<file path="src/rtl/mdu_scheduler_pkg.sv">
// Shared definitions for the multiply/divide scheduler.
// Contents:
//   mdu_state_t      - FSM state encoding (IDLE, MUL_WAIT, DIV_WAIT, WB)
//   WB_SEL_MUL/DIV   - writeback source select values
//   mdu_is_wait()    - true when the FSM is waiting on a unit
package mdu_scheduler_pkg;

   typedef enum logic [1:0] {
      MDU_IDLE     = 2'd0,
      MDU_MUL_WAIT = 2'd1,
      MDU_DIV_WAIT = 2'd2,
      MDU_WB       = 2'd3
   } mdu_state_t;

   localparam logic WB_SEL_MUL = 1'b0;
   localparam logic WB_SEL_DIV = 1'b1;

   // A WAIT state is any state where the busy counter should run.
   function automatic logic mdu_is_wait(input mdu_state_t st);
      return (st == MDU_MUL_WAIT) || (st == MDU_DIV_WAIT);
   endfunction

endpackage

</file>
<file path="src/rtl/mdu_watchdog.sv">
// Busy-cycle counter and timeout compare for the multiply/divide scheduler.
// Ports:
//   clk      in   system clock
//   reset    in   synchronous active-low reset
//   clear    in   restart the count at 0 (entry to a WAIT state)
//   enable   in   count this cycle (FSM is in a WAIT state)
//   count    out  cycles spent in the current WAIT state, saturates at TIMEOUT
//   expired  out  count has reached TIMEOUT-1 (last permitted WAIT cycle)
module mdu_watchdog #(
   parameter int TIMEOUT = 64,
   parameter int CNT_W   = 7
) (
   input  logic             clk,
   input  logic             reset,
   input  logic             clear,
   input  logic             enable,
   output logic [CNT_W-1:0] count,
   output logic             expired
);

   localparam logic [CNT_W-1:0] LIMIT = CNT_W'(TIMEOUT);
   localparam logic [CNT_W-1:0] LAST  = CNT_W'(TIMEOUT - 1);

   logic [CNT_W-1:0] count_r;

   // Saturating busy counter; clear wins over enable.
   always_ff @(posedge clk) begin
      if (!reset) begin
         count_r <= '0;
      end else if (clear) begin
         count_r <= '0;
      end else if (enable && (count_r != LIMIT)) begin
         count_r <= count_r + {{(CNT_W-1){1'b0}}, 1'b1};
      end else begin
         count_r <= count_r;
      end
   end

   assign count   = count_r;
   assign expired = (count_r == LAST);

endmodule

</file>
<file path="src/rtl/mdu_scheduler.sv">
// Multiply/divide scheduler: accepts a start request from control, launches
// the multiplier or divider with a one-cycle go pulse, stalls decode until the
// unit reports done, then issues a single register-file writeback.
// A watchdog aborts a hung operation and flush cancels an in-flight one.
// Ports:
//   clk, reset                 clock, synchronous active-low reset
//   mult_start, div_start      start requests (sampled in IDLE only)
//   mult_mode, div_mode        operation variants, latched on accept
//   dest_reg, dest_fp          writeback destination, latched on accept
//   multiplier_done            multiplier result valid
//   divider_done               divider result valid
//   flush                      cancel in-flight operation / suppress accept
//   mult_go, div_go            one-cycle launch pulses
//   mult_mode_q, div_mode_q    latched variants
//   stall                      hold decode/fetch
//   wb_en, wb_reg, wb_fp       writeback strobe and destination
//   wb_sel                     0 = multiplier result, 1 = divider result
//   busy_cycles                cycles spent in the current WAIT state
//   timeout, conflict          sticky abort / simultaneous-start flags
module mdu_scheduler
   import mdu_scheduler_pkg::*;
#(
   parameter int TIMEOUT = 64,
   parameter int CNT_W   = 7
) (
   input  logic             clk,
   input  logic             reset,
   input  logic             mult_start,
   input  logic             div_start,
   input  logic [1:0]       mult_mode,
   input  logic             div_mode,
   input  logic [4:0]       dest_reg,
   input  logic             dest_fp,
   input  logic             multiplier_done,
   input  logic             divider_done,
   input  logic             flush,
   output logic             mult_go,
   output logic             div_go,
   output logic [1:0]       mult_mode_q,
   output logic             div_mode_q,
   output logic             stall,
   output logic             wb_en,
   output logic [4:0]       wb_reg,
   output logic             wb_fp,
   output logic             wb_sel,
   output logic [CNT_W-1:0] busy_cycles,
   output logic             timeout,
   output logic             conflict
);

   mdu_state_t state_r;
   mdu_state_t state_s;

   logic       accept_mul_s;
   logic       accept_div_s;
   logic       set_conflict_s;
   logic       set_timeout_s;
   logic       wd_expired_s;

   logic       mult_go_r;
   logic       div_go_r;
   logic [1:0] mult_mode_r;
   logic       div_mode_r;
   logic [4:0] wb_reg_r;
   logic       wb_fp_r;
   logic       wb_sel_r;
   logic       timeout_r;
   logic       conflict_r;

   mdu_watchdog #(
      .TIMEOUT (TIMEOUT),
      .CNT_W   (CNT_W)
   ) u_watchdog (
      .clk     (clk),
      .reset   (reset),
      .clear   (accept_mul_s | accept_div_s),
      .enable  (mdu_is_wait(state_r)),
      .count   (busy_cycles),
      .expired (wd_expired_s)
   );

   // State register.
   always_ff @(posedge clk) begin
      if (!reset) begin
         state_r <= MDU_IDLE;
      end else begin
         state_r <= state_s;
      end
   end

   // Next-state logic. Flush beats done, done beats the watchdog abort.
   always_comb begin
      state_s        = state_r;
      accept_mul_s   = 1'b0;
      accept_div_s   = 1'b0;
      set_conflict_s = 1'b0;
      set_timeout_s  = 1'b0;
      case (state_r)
         MDU_IDLE: begin
            if (flush) begin
               state_s = MDU_IDLE;
            end else if (mult_start) begin
               // Multiply wins a simultaneous request; the divide is dropped.
               accept_mul_s   = 1'b1;
               set_conflict_s = div_start;
               state_s        = MDU_MUL_WAIT;
            end else if (div_start) begin
               accept_div_s = 1'b1;
               state_s      = MDU_DIV_WAIT;
            end else begin
               state_s = MDU_IDLE;
            end
         end
         MDU_MUL_WAIT: begin
            if (flush) begin
               state_s = MDU_IDLE;
            end else if (multiplier_done) begin
               state_s = MDU_WB;
            end else if (wd_expired_s) begin
               set_timeout_s = 1'b1;
               state_s       = MDU_IDLE;
            end else begin
               state_s = MDU_MUL_WAIT;
            end
         end
         MDU_DIV_WAIT: begin
            if (flush) begin
               state_s = MDU_IDLE;
            end else if (divider_done) begin
               state_s = MDU_WB;
            end else if (wd_expired_s) begin
               set_timeout_s = 1'b1;
               state_s       = MDU_IDLE;
            end else begin
               state_s = MDU_DIV_WAIT;
            end
         end
         MDU_WB: begin
            state_s = MDU_IDLE;
         end
         default: begin
            state_s = MDU_IDLE;
         end
      endcase
   end

   // Go pulses, latched operation fields and sticky status flags.
   always_ff @(posedge clk) begin
      if (!reset) begin
         mult_go_r   <= 1'b0;
         div_go_r    <= 1'b0;
         mult_mode_r <= 2'b00;
         div_mode_r  <= 1'b0;
         wb_reg_r    <= 5'd0;
         wb_fp_r     <= 1'b0;
         wb_sel_r    <= 1'b0;
         timeout_r   <= 1'b0;
         conflict_r  <= 1'b0;
      end else begin
         // Registered from the accept decision, so each go covers exactly the
         // first WAIT cycle.
         mult_go_r  <= accept_mul_s;
         div_go_r   <= accept_div_s;
         timeout_r  <= timeout_r | set_timeout_s;
         conflict_r <= conflict_r | set_conflict_s;
         if (accept_mul_s || accept_div_s) begin
            mult_mode_r <= mult_mode;
            div_mode_r  <= div_mode;
            wb_reg_r    <= dest_reg;
            wb_fp_r     <= dest_fp;
            wb_sel_r    <= accept_div_s ? WB_SEL_DIV : WB_SEL_MUL;
         end else begin
            mult_mode_r <= mult_mode_r;
            div_mode_r  <= div_mode_r;
            wb_reg_r    <= wb_reg_r;
            wb_fp_r     <= wb_fp_r;
            wb_sel_r    <= wb_sel_r;
         end
      end
   end

   // Stall covers the request cycle itself so decode freezes immediately;
   // a flush in the WB cycle cancels the write strobe.
   assign stall = (state_r != MDU_IDLE) ||
                  ((mult_start || div_start) && !flush);
   assign wb_en = (state_r == MDU_WB) && !flush;

   assign mult_go     = mult_go_r;
   assign div_go      = div_go_r;
   assign mult_mode_q = mult_mode_r;
   assign div_mode_q  = div_mode_r;
   assign wb_reg      = wb_reg_r;
   assign wb_fp       = wb_fp_r;
   assign wb_sel      = wb_sel_r;
   assign timeout     = timeout_r;
   assign conflict    = conflict_r;

endmodule

</file>
<file path="config.mk">
export PLATFORM = sky130hd
export DESIGN_NAME = mdu_scheduler
export DESIGN_NICKNAME = d
export VERILOG_FILES = /design/src/rtl/mdu_scheduler_pkg.sv /design/src/rtl/mdu_watchdog.sv /design/src/rtl/mdu_scheduler.sv
export SDC_FILE = /design/constraint.sdc
export NUM_CORES = 1
export LEC_CHECK = 0
export CAP_MARGIN = 10
export CORE_MARGIN = 5
export CORE_UTILIZATION = 35
export DETAILED_ROUTE_END_ITERATION = 10
export DONT_BUFFER_PORTS = 1
export MAX_ROUTING_LAYER = met4
export REMOVE_ABC_BUFFERS = 1
export SKIP_LAST_GASP = 1
export SLEW_MARGIN = 25
export SYNTH_ARGS = -nofsm -noshare
export SYNTH_HDL_FRONTEND = slang
export SYNTH_HIERARCHICAL = 1
export SYNTH_SLANG_ARGS = --single-unit
</file>
<file path="constraint.sdc">
create_clock -name clk -period 1.6 [get_ports clk]
set_input_delay 0.16 -clock clk [delete_from_list [all_inputs] [get_ports clk]]
set_output_delay 0.16 -clock clk [all_outputs]
set_load 0.02 [all_outputs]
</file>
---- Yosys cells after proc, flatten, opt, wreduce, memory -nomap -nowiden ----
Cells that the tools add are included.
word-level totals
  bits in registers ....................... 23
operators by class
  muxes and demuxes ....................... 27
  reduce and logical (&&, ||, !) cells .... 11
  add/subtract/negate cells ............... 1
  equality and inequality tests ........... 5
  bitwise gates (word level) .............. 4
operator list
  kind                                                             number
  1-bit 2-to-1 mux                                                 17
  2-bit 2-to-1 mux                                                 8
  2-bit one-hot mux with 4 select lines                            1
  7-bit by 1-bit adder with 7-bit output, second input constant    1
  7-bit by 6-bit == test with 1-bit output, second input constant  1
  7-bit != test, second input constant                             1
  2-bit == test, second input constant                             2
  1-bit logical OR                                                 4
  1-bit logical AND                                                3
  1-bit bitwise OR                                                 3
  2-bit by 1-bit == test with 1-bit output, second input constant  1
  2-bit zero test                                                  1
  1-bit one-hot mux with 2 select lines                            1
  2-bit nonzero test                                               1
  2-bit OR reduction                                               1
  1-bit zero test                                                  1
  1-bit NOT                                                        1

---- Logic depth before layout (Yosys ltp) ----
  depth in word-level cells ............... 6
  depth in mapped cells ................... 7

---- By module ----
The synthesis kept the hierarchy.
modules (own cells, without submodules)
  module         area an instance (µm²)  cells each  instances
  mdu_scheduler  718.2                   78          1
  mdu_watchdog   362.8                   44          1

---- Worst setup path before layout ----
No wires, ideal clock.
  path kind ............................... register -> register
  start ................................... register u_watchdog.count_r[0] (netlist: u_watchdog/count[0])
  end ..................................... register u_watchdog.count_r[0] (netlist: u_watchdog/count[0])
  stages on the path, launching flop included .. 6
  arrival time ............................ 1.385 ns
  period minus slack after synthesis ...... 1.457 ns
  required time ........................... 1.528 ns
  path slack .............................. 0.143 ns
  path buffers ............................ 0
  cell sequence ........................... dfxtp_1 inv_1 ha_1 nor2b_1 a41oi_1 mux2i_1
between the ends
  longest elaborated chain between the ends .. 2
RTL lines
  item                                                                            RTL line            RTL
  start: declaration                                                              mdu_watchdog.sv:24  logic [CNT_W-1:0] count_r;
  start signal: assignment                                                        mdu_watchdog.sv:33  count_r <= count_r + {{(CNT_W-1){1'b0}}, 1'b1};
  start signal: assignment                                                        mdu_watchdog.sv:35  count_r <= count_r;
  branches (longest 2 deep; another with 7-bit by 1-bit adder with 7-bit output)  -
Several ways; the timed one is not identified.
A chain may end at the register's enable or synchronous reset.

---- Final worst setup path ----
  start ................................... register state_r[0]
  end ..................................... register u_watchdog.count_r[6] (netlist: u_watchdog/count[6])
between the ends
  longest elaborated chain between the ends .. 4
RTL lines
  item                          RTL line             RTL
  start: declaration            mdu_scheduler.sv:51  mdu_state_t state_r;
  start signal: assignment      mdu_scheduler.sv:87  state_r <= state_s;
  2-bit zero test               mdu_scheduler.sv:98  case (state_r)
  1-bit 2-to-1 mux              mdu_scheduler.sv:98
  1-bit bitwise OR              mdu_scheduler.sv:76  .clear (accept_mul_s | accept_div_s),
  2-bit OR reduction (no line)  -
Parallel ways exist; a longest one is shown, timed or not.

==> impl_results.md <==
- Total congestion overflow: 0
- Worst Max-Slew Pin Slew: around 660 ps
- Cell count of the worst hold path: 1
- FILL cells: 302
- Area leader, netlist: dfxtp_1
- Period utilization: a little over nine tenths
- Vias/cell: ~5
- Wirelength per Cell: about 14 um
- First-pass GRT wire length: approximately 4300 um
- Register bit count reported by yosys: 23
- Peak VDD IR: around 0.36 mV
- DRC viols: 0
- Total Power: roughly 1.1 mW
- Share of the synthesized area in the top cell type: 42.6%
- Top cells by area, synth: dfxtp_1 (43%), mux2i_1 (10%), nand2_1 (9.7%), ha_1 (6.9%), inv_1 (3.1%)
- Largest family of logic cells by synthesized area: simple AND/OR/NAND/NOR gates
- Worst skew pair latency: about 300 ps
- FF-to-FF setup slack: between 100 and 150 ps
- GRT Total Usage: between 10% and 20%
- Post-Synth XOR/XNOR Area: 0.810%
- Vias in the first global route: 990
- Max reg flops: 7
- Syn Std Cell Area: 1080 um^2
- Clock sinks: 23
- Critical Path AT: around 1700 ps
- Syn Inst Count: 122
- Clock slew at reported path FFs: 120 ps
- Pin count of the biggest net entering global routing: 19
- WHS Endpoint: mult_go
- R2r startpoint: state_r[0]
- Die outline height: about 66 um
- Syn_area_per_cell: 8.86 um^2
- P&R area growth vs syn: 28.2%
- Die width: about 66 um
- Count of final setup violators: 0
- Row Count: 20
- Count leader, synth: nand2_1
- RSZ-0062 raised after global routing: no
- Dominant synthesized flop cell: dfxtp_1
- Total number of vias: 935
- Synth warnings: 6
- Clock tree buffer depth: 2
- CTS H-tree lvls: 1
- IO Port Bufs: 0
- Post-synthesis mux area share: between 10% and 20%
- CTS Buf Count: 3
- Total routed wirelength: between 2000 and 2500 um
- Initial antenna violation count: 0
- FF/Latch Area: 463 um^2
- R2r worst-path depth: 5
- Share of cells above drive strength 1: around an eighth
- Worst hold path class: in -> reg
- Root Driver: clkbuf_4
- Clock period minus worst slack: roughly 1500 ps
- Max Fanout on Critical Path: 4
- First-pass DRT Iterations: 4
- Simple-gate share of the synthesized area: around 22%
- Post-synthesis compound-gate area fraction: 12.2%
- Max-cap violations: 0
- Area of the multi-input gates: a little under 600 um^2
- CTS tree: yes
- PwrDens: 775 nW/um^2
- Post-DP HPWL: 1790 um
- Max-slew headroom: between 50 and 60%
- Outcome: complete, no violations
- Worst EP required: around 1800 ps
- DIE AREA: ~4300 um^2
- Yosys cell types: 33
- Critical path type: reg -> reg
- Nets: about 170
- Number of flops mapped to enable cells by yosys: 0
- Adder-Cell Fraction of Synth Area: 6.94%
- Synth cell count leaders: nand2_1 (28), dfxtp_1 (23), mux2i_1 (11), inv_1 (9)
- Post-synth ARST share: 0%
- R2R Path End: u_watchdog/count[6]
- Ant. Diodes: 0
- Post-route setup slack: between 100 and 150 ps
- Num ports: 39
- Core area: ~3000 um^2
- Max-slew violations: 0
- DRT iter0 DRCs: 29
- Worst Hold Launch: mult_start
- Initial Utilization: roughly 36%
- Final-report hold violation count: 0
- CP Capture Type: register
- Leakage power: 0.537 nW
- RePlAce Congestion: approximately 0.82
- Worst setup SP type: register
- Dpl ws: 40.1 ps
- Antenna-violating nets left: 0
- Post-synthesis sequential area ratio: 42.6%
- Max Fclk: 0.667 GHz
- Clock skew: 1.23 ps
==> area by class of cell <==
cell class | instances | area share, %
Clock buffer | 4 | 1.90
Inverter | 9 | 2.44
Multi-Input combinational cell | 87 | 42.0
Sequential cell | 23 | 33.4
Tap cell | 33 | 2.98
Timing Repair Buffer | 26 | 17.3
==> where the power goes <==
part           leakage (nW)  internal (mW)  switching [mW]
combinational         0.334         0.0890          0.0811
sequential            0.188          0.599          0.0438
clock                0.0150         0.0971           0.164
total                 0.537          0.785           0.289
==> logic make-up after synthesis <==
kind of cell	count (synthesis)
adders and majority gates	6
and+or+nand+nor	49
muxes	11
xor gates and xnor gates	1
AOI/OAI and AO/OA	20
DFF	23
buffers and inverters	12
==> repair_timing <==
item | in CTS | in global routing
setup endpoints to repair | 0 | 12
gates resized for setup | 0 | 4
hold buffers | 16 | 2
setup buffers | 0 | 0
hold endpoints to repair | 12 | 2
==> layout by cell type (no fill, tap or decap), types with 3 or more instances in the layout <==
master	instances
nand2_1	28
o21ai_0	5
mux2i_1	11
ha_1	5
a21oi_1	6
buf_4	8
dfxtp_1	21
inv_1	9
nor2b_1	5
dlygate4sd3_1	18
nand2b_1	3
clkbuf_4	3
==> worst max path at each step <==
stage               cells past startpoint             endpoint                start  slack [ps]
floorplan                               6  u_watchdog/count[0]           state_r[0]        -150
global placement                        5  u_watchdog/count[6]           state_r[0]          60
detailed placement                      5  u_watchdog/count[6]           state_r[0]          40
CTS                                     5  u_watchdog/count[6]           state_r[0]           4
global route                            5  u_watchdog/count[0]  u_watchdog/count[0]          10
finish                                  5  u_watchdog/count[6]           state_r[0]         100
==> worst max-delay path: stages, from the launching register on <==
cell     delay [ps]
dfxtp_2         370
inv_1            80
ha_4            290
inv_1            60
or4_1           490
a21oi_1         150
==> per-layer routing <==
metal,part of all wire (%),GRT usage [%]
met1,41,14.5
met2,50,21.9
met3,8.5,4.44
met4,0.61,3.89
met5,0,-
==> metrics by stage <==
stage                     TNS, ps  utilization, %  instances  instance area (um^2)  hold slack, ps
final                           0            46.2        182                  1390            26.6
after global routing            0            46.2        182                  1390            11.1
after CTS                       0            44.8        180                  1350            1.96
after detailed placement        0            38.6        160                  1160             271
after global placement          0            38.6        160                  1160             271
after floorplan              -866               -        119                  1060             260
Note: power is estimated with default switching activity, not from simulation.
